## config.mk

```make
export PLATFORM = sky130hd
export DESIGN_NAME = imm_extend_pipe
export DESIGN_NICKNAME = d
export VERILOG_FILES = /design/src/rtl/imm_extend_pipe.sv
export SDC_FILE = /design/constraint.sdc
export NUM_CORES = 1
export LEC_CHECK = 0
export CORE_MARGIN = 1.5
export CORE_UTILIZATION = 55
export CTS_BUF_LIST = sky130_fd_sc_hd__clkbuf_8
export CTS_CLUSTER_SIZE = 25
export DETAILED_ROUTE_END_ITERATION = 6
export PLACE_DENSITY_LB_ADDON = 0.3
export SLEW_MARGIN = 20
export SYNTH_ARGS = -nofsm -noshare
export SYNTH_HDL_FRONTEND = slang
export SYNTH_SLANG_ARGS = --single-unit
```

## constraint.sdc

```tcl
create_clock -name clk -period 13.87 [get_ports clk]
set_clock_uncertainty 0.2 [all_clocks]
set_input_delay 2.774 -clock clk [delete_from_list [all_inputs] [get_ports clk]]
set_output_delay 2.774 -clock clk [all_outputs]
set_load 0.01 [all_outputs]
```

## src/rtl/imm_extend_pipe.sv

```systemverilog
// RV32I decode-stage immediate generator with a 2-entry skid buffer on the output.
// Each buffered entry carries the extended immediate, a sideband tag and an illegal-format flag.
module imm_extend_pipe #(
  parameter int WIDTH = 32,
  parameter int TAG_W = 32
) (
  input  logic             clk,
  input  logic             rst_n,
  input  logic             flush,
  input  logic             in_valid,
  output logic             in_ready,
  input  logic [31:0]      instr,
  input  logic [2:0]       imm_src,
  input  logic [TAG_W-1:0] in_tag,
  output logic             out_valid,
  input  logic             out_ready,
  output logic [WIDTH-1:0] imm_out,
  output logic [TAG_W-1:0] out_tag,
  output logic             illegal
);

  localparam logic [2:0] SRC_I     = 3'b000;
  localparam logic [2:0] SRC_S     = 3'b001;
  localparam logic [2:0] SRC_B     = 3'b010;
  localparam logic [2:0] SRC_J     = 3'b011;
  localparam logic [2:0] SRC_U     = 3'b100;
  localparam logic [2:0] SRC_SHAMT = 3'b101;
  localparam logic [2:0] SRC_ZIMM  = 3'b110;

  logic [31:0]      imm32;
  logic             imm_sext;
  logic             imm_ill;
  logic [WIDTH-1:0] imm_ext;

  // Build the 32-bit immediate first, then fill WIDTH-1:32 so WIDTH == 32 needs no special case.
  always_comb begin
    imm32    = '0;
    imm_sext = 1'b1;
    imm_ill  = 1'b0;
    case (imm_src)
      SRC_I:     imm32 = {{20{instr[31]}}, instr[31:20]};
      SRC_S:     imm32 = {{20{instr[31]}}, instr[31:25], instr[11:7]};
      SRC_B:     imm32 = {{19{instr[31]}}, instr[31], instr[7], instr[30:25], instr[11:8], 1'b0};
      SRC_J:     imm32 = {{11{instr[31]}}, instr[31], instr[19:12], instr[20], instr[30:21], 1'b0};
      SRC_U:     imm32 = {instr[31:12], 12'b0};
      SRC_SHAMT: begin
        imm32    = {27'b0, instr[24:20]};
        imm_sext = 1'b0;
      end
      SRC_ZIMM:  begin
        imm32    = {27'b0, instr[19:15]};
        imm_sext = 1'b0;
      end
      default:   begin
        imm32    = '0;
        imm_sext = 1'b0;
        imm_ill  = 1'b1;
      end
    endcase
    imm_ext        = {WIDTH{imm_sext & imm32[31]}};
    imm_ext[31:0]  = imm32;
  end

  logic [1:0]       count_q, count_d;
  logic             head_q, head_d;
  logic             tail_q, tail_d;
  logic [WIDTH-1:0] ent_imm_q [2];
  logic [TAG_W-1:0] ent_tag_q [2];
  logic             ent_ill_q [2];
  logic             push, pop;

  assign in_ready  = (count_q != 2'd2);
  assign out_valid = (count_q != 2'd0);
  assign push      = in_valid & in_ready;
  assign pop       = out_valid & out_ready;

  assign imm_out = out_valid ? ent_imm_q[head_q] : '0;
  assign out_tag = out_valid ? ent_tag_q[head_q] : '0;
  assign illegal = out_valid ? ent_ill_q[head_q] : 1'b0;

  always_comb begin
    count_d = count_q;
    head_d  = head_q;
    tail_d  = tail_q;
    if (flush) begin
      count_d = 2'd0;
      head_d  = 1'b0;
      tail_d  = 1'b0;
    end else begin
      if (push) tail_d = ~tail_q;
      if (pop)  head_d = ~head_q;
      case ({push, pop})
        2'b10:   count_d = count_q + 2'd1;
        2'b01:   count_d = count_q - 2'd1;
        default: count_d = count_q;
      endcase
    end
  end

  always_ff @(posedge clk) begin
    if (!rst_n) begin
      count_q <= 2'd0;
      head_q  <= 1'b0;
      tail_q  <= 1'b0;
    end else begin
      count_q <= count_d;
      head_q  <= head_d;
      tail_q  <= tail_d;
    end
  end

  // Payload needs no reset: outputs are masked whenever the buffer is empty.
  always_ff @(posedge clk) begin
    if (rst_n && push && !flush) begin
      ent_imm_q[tail_q] <= imm_ext;
      ent_tag_q[tail_q] <= in_tag;
      ent_ill_q[tail_q] <= imm_ill;
    end
  end

endmodule
```

==> results.yml <==
run_status:
  status: "finished, final reports clean"
clock_network:
  clk_pin_slew_ns: 0.07
  cts_buffers: 17
  root_buffer: "clkbuf_8"
  cts_tree: "built"
  cts_hold_buf: 0
  htreeDepth: 4
  cts.path.max_buffers: 2
  cts_resized: 0
  cts_setup_buffers: 0
  clk_latency_ns: 0.42
  clock-sinks: 135
die:
  start_util: 0.575
  fp-row-count: 36
  io_pins: 139
  fp.dieH_um: 105
  dieArea_sq_um: 11000
  core_sq_um: 9910
  fp.dieW_um: 105
sta:
  worst_hold_slack_ns: 0.331
  final.min_clock_period_ns: 5.47
  slew_violations: 0
  finalCritPeriodShare: 0.395
  relSlewSlack: 0.337
  hold_violations: 0
  setup_ws_ns: 8.40
  setup_tns_ns: 0
  fmax_ghz: 0.183
  worst-slew-pin-transition_ns: 0.992
  rsz0062_at_grt: "false"
  setup_viol_count_final: 0
global_routing:
  grt_max_degree: 66
  grt_pass1_vias: 3538
  grt_use_total: 0.212
  antenna_found_initial: 0
  grt_remaining_overflow: 0
  grt_pass1_wl_mm: 17.7
critical_path:
  required_ns: 10.90
  critPathMaxStageDelay_ns: 0.53
  worst_setup_path_start_kind: "flip-flop"
  path_buf_inv: 2
  endpoint_kind: "primary output"
  worstSetupPathType: "reg2out"
  cp_slowest_cell: "nor2_4"
  cp_cell_sequence: "nor2_4 > buf_4 > nor2_1 > clkdlybuf4s50_1"
  crit_arrival_ns: 2.50
  cp_max_fo: 38
  critPathTopFamily: "buffers and inverters"
drt:
  drt_pre_antenna_iters: 4
  top_layer: "met4"
  vias: 3533
  drt_iter0_markers: 222
  drt-wirelength-per-cell_um: 16.9
  viasPerCell: 5.34
  wl_mm: 11.2
  wl_met1_mm: 4.60
  postRouteAntennaNets: 0
  routed-wl-met3_um: 733
  dr_wl_met2_mm: 5.73
  drc_errors: 0
synthesis:
  synth.distinct_cells: 35
  synth-async-reset-ratio: 0
  ys_seq_elements: 135
  yosys_warnings: 0
  syn_inst: 384
  synth.top_cells.by_area: "edfxtp_1 68%, mux2i_1 13%, nor2_1 4.6%"
  seq_area_frac_synth: 0.702
  yosysMostFrequentCell: "edfxtp_1"
  syn_nets: 457
  synth_largest_area_cell: "edfxtp_1"
  synth-edff-count: 130
  netlist_area_sq_um: 5700
  yosys_most_used_dff: "edfxtp_1"
  netlist_top_cells_count: "130 x edfxtp_1, 74 x mux2i_1, 70 x nor2_1, 16 x a21oi_1, 13 x a21o_1"
  syn_area_per_cell_sq_um: 14.8
  synth_top_area_share: 0.685
layout:
  fin_area_sq_um: 7550
  area_growth_pct: 32.4
  drive_above_1_share: 0.0813
  n_antenna_cell: 0
  fin_nets: 590
power:
  powerDensity_nw_per_um2: 119
  p_leak_nw: 2.53
  vdd_drop_max_uv: 76.0
placed_design:
  pre_cts_ws_ns: 8.37
  hpwl_mm: 7.03
  place_area_sq_um: 7100
  port_buffers: 131
  gp_congestion: 0.816
run:
  cap_viol_max_count: 0
worst_hold_path:
  hold_path.class: "reg2reg"
-- power breakdown --
group | internal [mW] | switching [mW] | total (mW)
clock | 0.208 | 0.136 | 0.344
sequential | 0.457 | 0.00317 | 0.460
combinational | 0.0498 | 0.0447 | 0.0945
-- cells in the final DEF, fill, tap and decap left out, types with 2 or more instances in the layout --
master	synthesis	final
nor2b_2	2	2
a22oi_1	4	4
nor3_2	0	2
bufinv_16	0	5
clkinv_1	0	4
mux2i_1	74	74
edfxtp_1	130	130
dfxtp_1	5	4
nand2b_1	3	3
nor2b_1	7	7
buf_4	7	6
o22ai_1	7	7
clkbuf_8	0	17
nor2_1	70	69
nand2_1	3	3
o21ai_0	3	3
xor2_1	2	2
inv_1	3	5
clkdlybuf4s50_1	0	131
a21o_1	13	13
a21oi_1	16	16
clkinv_2	0	2
-- path summary, 6_finish.rpt --
path	slack, ns	startpoint	cells after the start	endpoint
worst max register to register	11.83	count_q[0]$_SDFFE_PP0P_	4	ent_imm_q[0][5]$_DFFE_PP_
worst max-delay path	8.40	count_q[0]$_SDFFE_PP0P_	4	imm_out[12]
worst min-delay path	0.33	head_q$_SDFFE_PP0P_	2	flip-flop
worst min register to register	0.33	head_q$_SDFFE_PP0P_	2	flip-flop
-- flip-flops by register name, summed over array words and instances (netlist names), named ones only --
register,count
ent_imm_q,64
count_q,2
ent_ill_q,2
tail_q,1
ent_tag_q,64
head_q,1
-- final cells by class --
| cell class | instances | area [sq um] |
|---|---|---|
| sequential | 135 | 4010 |
| fill | 606 | 2360 |
| multi-input combinational | 222 | 1560 |
| timing repair buffer | 138 | 1380 |
| clock buffer | 17 | 234 |
| clock inverter | 14 | 190 |
| tap | 133 | 166 |
| inverter | 3 | 11.3 |
-- logic make-up after synthesis --
group / share of synthesized area
DFF: 0.702
and+or+nand+nor: 0.0757
muxes: 0.130
AOI/OAI and AO/OA: 0.0527
buffers and inverters: 0.0277
xor gates and xnor gates: 0.00944
adders and majority gates: 0.00219
-- stage by stage --
| step | std cells | util | total power [mW] |
|---|---|---|---|
| after floorplan | 384 | - | 0.514 |
| after global placement | 630 | 0.716 | 0.560 |
| after detailed placement | 630 | 0.716 | 0.563 |
| after CTS | 661 | 0.759 | 0.908 |
| after global routing | 662 | 0.762 | 0.930 |
| final | 662 | 0.762 | 0.899 |
-- tightest hold or removal path, stage by stage (launching register included) --
cell and delay [ns]:
dfxtp_1 0.34, xor2_1 0.09, nor2_1 0.07
-- metal layers --
metal | up-vias | track usage
met2 | 142 | 0.351
met3 | 10 | 0.0655
met4 | 0 | 0.0793
met5 | - | 0
met1 | 1684 | 0.262
li1 | 1697 | -
(Power assumes the default switching activity.)
